<file path="config.mk">
export PLATFORM = sky130hd
export DESIGN_NAME = pa_clic_arb
export DESIGN_NICKNAME = d
export VERILOG_FILES = /design/src/rtl/pa_clic_arb.sv
export SDC_FILE = /design/constraint.sdc
export NUM_CORES = 1
export LEC_CHECK = 0
export ABC_AREA = 1
export CAP_MARGIN = 20
export CORE_AREA = 4 4 179 181
export CTS_BUF_LIST = sky130_fd_sc_hd__clkbuf_16
export DETAILED_ROUTE_END_ITERATION = 6
export DIE_AREA = 0 0 183 185
export PLACE_DENSITY = 0.79
export REMOVE_ABC_BUFFERS = 1
export SYNTH_ARGS = -nofsm -noshare
export SYNTH_HDL_FRONTEND = slang
export SYNTH_SLANG_ARGS = --single-unit
</file>
<file path="constraint.sdc">
create_clock -name clic_clk -period 21.1 [get_ports clic_clk]
set_input_delay 3.165 -clock clic_clk [delete_from_list [all_inputs] [get_ports clic_clk]]
set_output_delay 3.165 -clock clic_clk [all_outputs]
set_load 0.02 [all_outputs]
</file>
<file path="src/rtl/pa_clic_arb.sv">
// CLIC interrupt arbiter: picks the highest-intctl eligible kid through a two-stage
// registered tree, presents it to the core, and returns a one-cycle claim on ack.
module pa_clic_arb #(
    parameter int KID_NUM = 64,
    parameter int CTLBITS = 3,
    parameter int ID_W    = 6,
    parameter int GRP_NUM = 8
) (
    input  logic                             clic_clk,
    input  logic                             cpurst_b,
    input  logic [KID_NUM-1:0]               kid_arb_int_req,
    input  logic [KID_NUM*(CTLBITS+1)-1:0]   kid_arb_int_all,
    input  logic [KID_NUM-1:0]               kid_arb_int_hv,
    input  logic [CTLBITS-1:0]               clic_mintthresh,
    input  logic                             cpu_arb_int_ack,
    output logic                             arb_cpu_int_vld,
    output logic [ID_W-1:0]                  arb_cpu_int_id,
    output logic [CTLBITS-1:0]               arb_cpu_int_lvl,
    output logic                             arb_cpu_int_hv,
    output logic [KID_NUM-1:0]               arb_kid_int_claim
);

    localparam int GRPS  = KID_NUM / GRP_NUM;
    localparam int LID_W = $clog2(GRP_NUM);
    localparam int GID_W = ID_W - LID_W;

    typedef enum logic [1:0] {ARB, CLAIM, FLUSH0, FLUSH1} state_e;

    logic [GRPS-1:0]    grp_vld_d, grp_vld_q;
    logic [GRPS-1:0]    grp_hv_d, grp_hv_q;
    logic [CTLBITS-1:0] grp_ctl_d [GRPS];
    logic [CTLBITS-1:0] grp_ctl_q [GRPS];
    logic [LID_W-1:0]   grp_lid_d [GRPS];
    logic [LID_W-1:0]   grp_lid_q [GRPS];

    logic               win_vld_d, win_vld_q;
    logic [CTLBITS-1:0] win_ctl_d, win_ctl_q;
    logic [ID_W-1:0]    win_id_d, win_id_q;
    logic               win_hv_d, win_hv_q;

    state_e             state_d, state_q;
    logic [KID_NUM-1:0] claim_d, claim_q;

    // Strict greater-than while scanning upward keeps the lower index on ties.
    always_comb begin
        logic               found;
        logic [CTLBITS-1:0] best;
        logic [CTLBITS-1:0] ctl;
        for (int g = 0; g < GRPS; g++) begin
            found        = 1'b0;
            best         = '0;
            grp_lid_d[g] = '0;
            grp_hv_d[g]  = 1'b0;
            for (int i = 0; i < GRP_NUM; i++) begin
                ctl = kid_arb_int_all[(g*GRP_NUM+i)*(CTLBITS+1) +: CTLBITS];
                if (kid_arb_int_req[g*GRP_NUM+i] &&
                    kid_arb_int_all[(g*GRP_NUM+i)*(CTLBITS+1)+CTLBITS] &&
                    (!found || ctl > best)) begin
                    found        = 1'b1;
                    best         = ctl;
                    grp_lid_d[g] = LID_W'(i);
                    grp_hv_d[g]  = kid_arb_int_hv[g*GRP_NUM+i];
                end
            end
            grp_vld_d[g] = found;
            grp_ctl_d[g] = best;
        end
    end

    always_comb begin
        logic found;
        found     = 1'b0;
        win_ctl_d = '0;
        win_id_d  = '0;
        win_hv_d  = 1'b0;
        for (int g = 0; g < GRPS; g++) begin
            if (grp_vld_q[g] && (!found || grp_ctl_q[g] > win_ctl_d)) begin
                found     = 1'b1;
                win_ctl_d = grp_ctl_q[g];
                win_id_d  = {GID_W'(g), grp_lid_q[g]};
                win_hv_d  = grp_hv_q[g];
            end
        end
        win_vld_d = found && (win_ctl_d > clic_mintthresh);
    end

    always_comb begin
        state_d = state_q;
        claim_d = '0;
        case (state_q)
            ARB: begin
                if (cpu_arb_int_ack && arb_cpu_int_vld) begin
                    state_d = CLAIM;
                    claim_d = KID_NUM'(1) << win_id_q;
                end
            end
            CLAIM:   state_d = FLUSH0;
            FLUSH0:  state_d = FLUSH1;
            FLUSH1:  state_d = ARB;
            default: state_d = ARB;
        endcase
    end

    always_ff @(posedge clic_clk or negedge cpurst_b) begin
        if (!cpurst_b) begin
            grp_vld_q <= '0;
            grp_hv_q  <= '0;
            for (int g = 0; g < GRPS; g++) begin
                grp_ctl_q[g] <= '0;
                grp_lid_q[g] <= '0;
            end
            win_vld_q <= 1'b0;
            win_ctl_q <= '0;
            win_id_q  <= '0;
            win_hv_q  <= 1'b0;
            state_q   <= ARB;
            claim_q   <= '0;
        end else begin
            grp_vld_q <= grp_vld_d;
            grp_hv_q  <= grp_hv_d;
            for (int g = 0; g < GRPS; g++) begin
                grp_ctl_q[g] <= grp_ctl_d[g];
                grp_lid_q[g] <= grp_lid_d[g];
            end
            win_vld_q <= win_vld_d;
            win_ctl_q <= win_ctl_d;
            win_id_q  <= win_id_d;
            win_hv_q  <= win_hv_d;
            state_q   <= state_d;
            claim_q   <= claim_d;
        end
    end

    assign arb_cpu_int_vld   = win_vld_q & (state_q == ARB);
    assign arb_cpu_int_id    = win_id_q;
    assign arb_cpu_int_lvl   = win_ctl_q;
    assign arb_cpu_int_hv    = win_hv_q;
    assign arb_kid_int_claim = claim_q;

endmodule

</file>
==> metrics, run 1 <==
share of cells above drive strength 1=~6.5%; area grow syn2layout=41.0%; Setup crit end kind=register; Tcrit/Tclk final=a little under three fifths; slew margin rel.=between 40% and 50%; Critical Path Start Type=input pin; FMAX=between 0.08 and 0.09 GHz; critical path type=in2reg; post-layout minimum cycle time=approximately 12 ns; cells taking the most area after synthesis=dfrtp_1, nand2_1, ha_1; synthesized area=roughly 0.014 mm^2; Yosys top cell by area=dfrtp_1; Worst-Margin Slew=0.871 ns; antenna violations before repair=0; slowest library cell on the worst path=clkdlybuf4s50_1; grt met1 use=a little over a quarter; gate count of the mapped netlist=2010; gpl congestion=0.914; Net Sw Frac=approximately 57%; CTS tree=built; number of detailed-route iterations in the first pass=5; Sw Pwr=~1900 uW; outcome=complete, no violations; CTS clk-pin slew, worst paths=around 0.06 ns; cell mode on critical path=nand2_1; Worst VDD drop=roughly 390 uV; commonest non-fill, non-tap cell in the layout=nand2_1; Max-Cap Viols=0; design area=approximately 0.019 mm^2; DR WL/cell=about 15 um; routing usage on met2=between 40% and 50%; final hold viol count=0; clock net sink count=between 100 and 150; Root Driver=clkbuf_16; vias in the first global route=around 15k; GRT Total Usage=23.9%; Detailed Route WL=42200 um; dpl hpwl=36600 um; combinational power share=79.9%; Die ar.=around 0.034 mm^2; first-pass GRT wire length=around 67000 um; insertion delay to the later sink of the worst-skew pair=0.42 ns; Setup violations, final=0; yosys synthesis warning count=0; Max FO, Critical Path=10; sequential fraction of the synthesis area=between 20% and 30%; Power Density=roughly 170 mW/mm^2; unrepaired setup endpoints after global routing=false; routing usage on met3=under 10%; core area=about 0.03 mm^2; power share of the clock group=8.3%; Nets=approximately 3.0k; die span in x=about 180 um; post-synth top area share=26.0%; H-tree levels=4; CP arrival=roughly 12 ns; DIE HEIGHT=approximately 190 um; Vias=~15k; Post-CTS Setup Inserts=0; DRT antenna net count=0; leakage=about 0.0099 uW; Area after DPL=about 0.019 mm^2; CTS buffer count=17; Via density=about 5.1; data required time at the worst endpoint=21.40 ns; port buffer count=~460; Hold Crit Class=reg2reg; crit-path max cell delay=~0.49 ns; Seq pwr share=a little under an eighth; Avg Inst Size Synth=6.75 um^2; Seq cells post-synth=around 140; largest net degree at the start of global routing=between 70 and 80; total negative slack=0 ns; num rows=64; Unique masters post-synth=38; Starting Density=between 40% and 50%; Detailed Route Iter0 Violations=790; clock buffer depth=2; gr busiest metal=met2; Final Slew Violations=0; internal power=about 1400 uW; most frequent cells in the layout=nand2_1, clkdlybuf4s50_1, inv_1, ha_1, nand3_1; hold_buf cts=0; GRT overflow=0; Worst Skew=between 0.008 and 0.009 ns; Residual DRC=0; cts repair resizes=0; I/O pin cnt=465
[power groups by stage]
| stage | logic, uW | registers [uW] | clock network, uW |
|---|---|---|---|
| global placement | 2560 | 398 | 0 |
| detailed placement | 2650 | 399 | 0 |
| finish | 2670 | 396 | 277 |
| CTS | 2670 | 395 | 283 |
| global route | 3010 | 401 | 297 |
| floorplan | 1950 | 399 | 0 |
[critical path, delay by kind of cell]
kind | cells | cell delay [ns]
compound gates | 18 | 2.27
buf+inv | 5 | 0.94
simple gates | 32 | 3.74
fa+ha+maj | 7 | 2.11
[synth_stat cells, drive strengths merged]
library cell    n
a211oi          3
a21oi          87
a22o            2
a31oi           1
a32o            2
and2            9
buf            10
clkbuf         18
clkinv          1
dfrtp         141
ha            192
inv           264
nand2         674
nand3         172
nand4          31
nor2          127
nor3            4
nor3b           1
o2111ai         6
o211ai          8
o21a            8
o21ai         210
o22ai           2
or2            36
or3             1
[stage by stage]
| step | hold WS [ns] | setup WS, ns | util (%) | instances | power, uW |
|---|---|---|---|---|---|
| finish | 0.468 | 9.19 | 62.9 | 2877 | 3340 |
| floorplan | 0.425 | 10.59 | - | 1982 | 2350 |
| detailed placement | 0.448 | 8.80 | 61.1 | 2844 | 3050 |
| global placement | 0.443 | 9.10 | 61.1 | 2844 | 2960 |
| global route | 0.486 | 8.03 | 62.9 | 2876 | 3710 |
| CTS | 0.477 | 9.22 | 62.9 | 2876 | 3350 |
[final timing paths]
check | from | to | slack [ns] | depth (start not counted)
setup / recovery | kid_arb_int_all[99] | grp_hv_q[3] | 9.19 | 62
hold / removal | grp_hv_q[7] | arb_cpu_int_hv | 0.47 | 2
setup reg to reg | grp_vld_q[0] | win_vld_q | 11.01 | 64
hold reg to reg | grp_hv_q[7] | arb_cpu_int_hv | 0.47 | 2
max in group asynchronous | cpurst_b | grp_ctl_q[4] | 17.08 | 2
min in group asynchronous | cpurst_b | arb_kid_int_claim[23] | 2.72 | 1
[kinds of logic (layout without fill, tap and decap cells)]
group,count (synthesis),count (layout),share of synthesized area (%)
fa+ha+maj,192,192,17.7
other cells,0,1,0
flops,141,141,26.0
buf+inv,293,763,8.40
simple gates,1055,1055,33.7
compound gates,329,329,14.2
[routing by layer]
metal	part of all wire, %	routed length [um]
met5	0	0
met4	3.1	1330
met3	6.6	2780
met2	51	21400
met1	40	16700
[flip-flops by register name, indices dropped and copies added (netlist names)]
signal and count:
arb_kid_int_claim 64, grp_ctl_q 24, grp_lid_q 24, grp_hv_q 8, grp_vld_q 8, arb_cpu_int_id 6, arb_cpu_int_lvl 3, state_q 2
arb_cpu_int_hv 1, win_vld_q 1
[cell type report]
type | instances | area [um^2]
flip-flops and latches | 141 | 3530
clock buffers | 17 | 425
inverters | 265 | 996
clock inverters | 15 | 128
multi-input cells | 1576 | 8900
diodes | 1 | 2.50
repair buffers | 466 | 4660
fillers | 2715 | 11300
well taps | 396 | 495
(Power assumes the default switching activity.)
==> run 2: changes to the inputs <==
Settings changed: CORE_AREA 4 4 179 181 to unset, CORE_MARGIN set to 4, CORE_UTILIZATION set to 43, DIE_AREA 0 0 183 185 to unset.
Clock period 21.1 ns to 10 ns, I/O delays scaled along.
==> run 2 against run 1 <==
  * Non-clock buffer count grew 16
  * First-iteration DRC count shrank 20%
  * Register-to-register slack got worse by 10 ns
  * Worst hold slack worse by 0.015 ns
  * Sequential power is 110% higher
  * Die area grew 1.8%
  * Largest cell class unchanged
  * Critical path type unchanged
  * Global-route usage down 0.41 points
==> metrics, run 2 (synthesis results as in run 1) <==
outcome=complete, no violations; DRT antenna net count=0; Tcrit/Tclk final=93.4%; routing usage on met2=between 40 and 50%; Nets=about 3k; Antenna diodes=0; Residual DRC=0; leakage=a little over 0.01 uW; share of cells above drive strength 1=9.29%; Hold EP=arb_cpu_int_hv; final worst slack=between 0.6 and 0.7 ns; Worst-Margin Slew=0.928 ns; area grow syn2layout=43.8%; vias in the first global route=14.5k; multi-input logic area=0.00911 mm^2; CTS buffer count=17; DR WL/cell=14.9 um; Critical Path Start Type=input pin; post-layout minimum cycle time=about 9.3 ns; Detailed Route Iter0 Violations=635; Power Density=between 300 and 400 mW/mm^2; first-pass GRT wire length=between 60000 and 70000 um; final hold viol count=0; H-tree levels=4; Die ar.=between 0.03 and 0.04 mm^2; Starting Density=between 40% and 50%; Setup violations, final=0; die span in x=186 um; grt met1 use=approximately a quarter; clock net sink count=141; gr busiest metal=met2; GRT Total Usage=23.5%; Root Driver=clkbuf_16; Via density=5.15; most frequent cells in the layout=nand2_1, clkdlybuf4s50_1, inv_1, ha_1, nand3_1; Util after Layout=a little over three fifths; CTS clk-pin slew, worst paths=around 0.06 ns; FMAX=~0.11 GHz; core area=0.0308 mm^2; CTS tree=built; Vias=roughly 15k; port buffer count=464; # fillers=~2.7k; gpl congestion=~0.97; FF+latch area=approximately 0.0035 mm^2; max FFs per register=64; Worst VDD drop=602 uV; largest net degree at the start of global routing=between 70 and 80; r2r startpoint=grp_vld_q[0]; insertion delay to the later sink of the worst-skew pair=between 0.4 and 0.5 ns; commonest non-fill, non-tap cell in the layout=nand2_1; R2R Path End=win_vld_q; Worst Min Path Start=grp_hv_q[7]; GRT overflow=0; DIE HEIGHT=186 um; Detailed Route WL=roughly 43000 um; Worst Skew=just under 0.01 ns; num rows=between 60 and 70; crit-path max cell delay=0.47 ns; Setup crit end kind=register; cell mode on critical path=nand2_1; hold path cells=2; flop2flop setup slack=a little under 1 ns; routing usage on met3=under 10%; dpl hpwl=about 37000 um; Final Slew Violations=0; critical path type=in2reg; Hold Crit Class=reg2reg; pre-CTS setup slack=-0.141 ns; antenna violations before repair=0; Max FO, Critical Path=10; data required time at the worst endpoint=roughly 10 ns; clock buffer depth=2; Max-Cap Viols=0; R2R depth=67; number of detailed-route iterations in the first pass=5; slew margin rel.=a little under two fifths; CP arrival=around 9.6 ns; slowest library cell on the worst path=clkdlybuf4s50_1; I/O pin cnt=between 400 and 500
run 2: stage by stage:
stage | instance area [um^2] | cells | setup TNS (ns) | hold WS, ns | power (uW)
3_5_place_dp | 18700 | 2853 | -0.649 | 0.436 | 6430
6_report | 19500 | 2892 | 0 | 0.453 | 7230
3_3_place_gp | 18600 | 2852 | 0 | 0.444 | 6210
4_1_cts | 19200 | 2885 | 0 | 0.455 | 7060
5_1_grt | 19500 | 2892 | -0.0861 | 0.472 | 8050
2_1_floorplan | 13400 | 1982 | 0 | 0.425 | 4960
run 2: worst max-delay path: cells and delay by family:
| family | cells | cell delay [ns] |
|---|---|---|
| adder cells (fa/ha/maj) | 7 | 1.99 |
| AO/OA/AOI/OAI | 14 | 1.58 |
| buffers and inverters | 5 | 0.90 |
| AND/OR/NAND/NOR | 36 | 3.65 |
run 2: routing by layer:
metal	part of all wire, %	wire length [um]	up-vias
met5	0	0	-
met4	2.7	1170	0
met3	6.9	2960	76
met2	52	22200	478
met1	39	16800	6808
li1	-	-	7546
run 2: final cells by class:
class / count / share of cell area, %
clock inverters: 15 / 0.738
inverters: 265 / 5.11
flip-flops and latches: 141 / 18.1
repair buffers: 482 / 24.6
well taps: 396 / 2.54
clock buffers: 17 / 2.18
multi-input cells: 1576 / 46.7
run 2: power breakdown:
part | switching, uW | internal, uW
logic | 3740 | 2060
clock network | 270 | 330
registers | 81.9 | 752
total | 4090 | 3140
run 2: worst max path at each step:
stage | cells past startpoint | from | to | slack (ns)
6_report | 62 | kid_arb_int_all[99] | grp_hv_q[3] | 0.66
3_5_place_dp | 61 | kid_arb_int_req[16] | grp_hv_q[2] | -0.14
3_3_place_gp | 62 | kid_arb_int_all[99] | grp_hv_q[3] | 0.07
2_1_floorplan | 59 | kid_arb_int_req[24] | grp_hv_q[3] | 1.15
5_1_grt | 61 | kid_arb_int_req[32] | grp_hv_q[4] | -0.06
4_1_cts | 64 | grp_vld_q[0] | win_vld_q | 0.05
run 2: repair_timing:
item,4_1_cts,5_1_grt
buffers inserted,0,7
endpoints found under the setup margin,0,66
gates resized for setup,0,78
hold buffers,0,0
==> run 3: changes to the inputs <==
Settings changed: CORE_MARGIN 4 to unset, GPL_TIMING_DRIVEN set to 0.
==> run 3 against run 2 <==
  * The flow now finishes with violations (design-rule violations)
  * Clock skew grew 0.00070 ns
  * Critical endpoint is now grp_lid_q[10]
  * Maximum frequency up 0.87%
  * Cell area rose by 0.74%
  * Clock power up 9.2%
  * Sequential share of layout area down 0.13 points
  * Core utilization up 0.47 points
  * Sequential cell count stayed put
  * Non-clock buffer count is 2 lower
==> metrics, run 3 (synthesis results as in run 1) <==
outcome=finished with violations; failing checks=design-rule violations; Setup violations, final=0; port buffer count=between 400 and 500; Critical Path Start Type=input pin; first-pass GRT wire length=about 67000 um; commonest non-fill, non-tap cell in the layout=nand2_1; slowest library cell on the worst path=clkdlybuf4s50_1; H-tree levels=4; leakage=approximately 0.010 uW; Residual DRC=26; Nets=3063; insertion delay to the later sink of the worst-skew pair=around 0.42 ns; Die ar.=0.0323 mm^2; Worst VDD drop=roughly 740 uV; CP arrival=9.50 ns; # fillers=2703; CTS tree=built; Max-Cap Viols=0; largest net degree at the start of global routing=73; Starting Density=44.0%; core area=about 0.031 mm^2; Worst Skew=approximately 0.010 ns; Worst Min Path Start=grp_hv_q[7]; flop2flop setup slack=~0.93 ns; I/O pin cnt=465; GRT overflow=0; crit-path max cell delay=between 0.4 and 0.5 ns; DR WL/cell=14.3 um; r2r startpoint=grp_vld_q[0]; DIE HEIGHT=approximately 180 um; clock net sink count=approximately 140; slew margin rel.=between 50% and 60%; Overall Power=roughly 7300 uW; Hold EP=arb_cpu_int_hv; vias in the first global route=about 15k; Final Slew Violations=0; gpl congestion=0.958; max FFs per register=64; Tcrit/Tclk final=approximately 93%; die span in x=about 180 um; antenna violations before repair=2; R2R depth=67; DRT antenna net count=0; Max FO, Critical Path=11; final hold viol count=0; most frequent cells in the layout=nand2_1, clkdlybuf4s50_1, inv_1, ha_1, nand3_1; Power Density=between 300 and 400 mW/mm^2; Detailed Route Iter0 Violations=770; Util after Layout=63.7%; clock buffer depth=2; Setup crit end kind=register; CTS clk-pin slew, worst paths=0.06 ns; GRT Total Usage=around 25%; Vias=roughly 15k; num rows=64; Root Driver=clkbuf_16; critical path type=in2reg; number of detailed-route iterations in the first pass=7; area grow syn2layout=44.8%; share of cells above drive strength 1=9.54%; Hold Crit Class=reg2reg; hold path cells=2; post-layout minimum cycle time=~9.3 ns; cell mode on critical path=nand2_1; Detailed Route WL=a little over 40000 um; Via density=slightly above 5; CTS buffer count=17; R2R Path End=win_vld_q; dpl hpwl=between 30000 and 40000 um; data required time at the worst endpoint=a little over 10 ns; Worst-Margin Slew=approximately 0.7 ns; FMAX=0.108 GHz
## run 3: cell count changes in the layout (fill, tap and decap cells not counted), moves of 3 or more
| cell | delta |
|---|---|
| a21oi_2 | -6 |
| buf_4 | -3 |
| nand2_1 | -5 |
| nand2_2 | +4 |
| a21oi_4 | +6 |
## run 3: per-layer routing
metal  GRT usage (%)  part of all wire [%]
met3            6.06                   6.0
met1            27.7                    40
met4            9.97                   3.6
met2            46.6                    50
met5               0                     0
## run 3: area by class of cell
cell class / count / area (um^2) / area share [%]
Multi-Input combinational cell: 1576 / 9190 / 46.8
Timing Repair Buffer: 480 / 4810 / 24.5
Sequential cell: 141 / 3530 / 18.0
Inverter: 265 / 1000 / 5.09
Tap cell: 396 / 495 / 2.52
Clock buffer: 17 / 425 / 2.16
Clock inverter: 15 / 194 / 0.987
Antenna cell: 2 / 5.00 / 0.0255
## run 3: worst max-delay path by stage
stage                         startpoint             to  slack, ns
finish              kid_arb_int_all[131]  grp_lid_q[10]       0.74
global route         kid_arb_int_req[56]   grp_ctl_q[1]      -0.06
CTS                  kid_arb_int_all[99]    grp_hv_q[3]       0.02
detailed placement   kid_arb_int_all[99]    grp_hv_q[3]      -0.44
global placement     kid_arb_int_req[24]    grp_hv_q[3]      -0.31
floorplan            kid_arb_int_req[24]    grp_hv_q[3]       1.15
## run 3: where the power goes
part           switching (uW)  internal [uW]  total [uW]
clock                     274            381         655
combinational            3790           2040        5830
sequential               84.0            752         836
## run 3: timing repair
item,4_1_cts,5_1_grt
endpoints found under the setup margin,1,65
hold buffers,0,0
gates cloned,0,0
gates resized for setup,1,95
setup buffers,0,14
pin swaps,0,15
## run 3: per-stage QoR
stage | setup WS (ns) | std cells | hold WS (ns) | area, um^2 | TNS [ns]
final | 0.745 | 2892 | 0.482 | 19700 | 0
after global routing | -0.0604 | 2892 | 0.501 | 19700 | -0.313
after CTS | 0.0174 | 2876 | 0.489 | 19200 | 0
after detailed placement | -0.444 | 2844 | 0.448 | 18600 | -6.51
after global placement | -0.306 | 2842 | 0.437 | 18600 | -0.972
after floorplan | 1.15 | 1982 | 0.425 | 13400 | 0
## run 3: critical path, delay by kind of cell
kind	cells	cell delay (ns)
simple gates	29	2.72
compound gates	19	2.30
fa+ha+maj	7	1.98
buf+inv	6	0.96
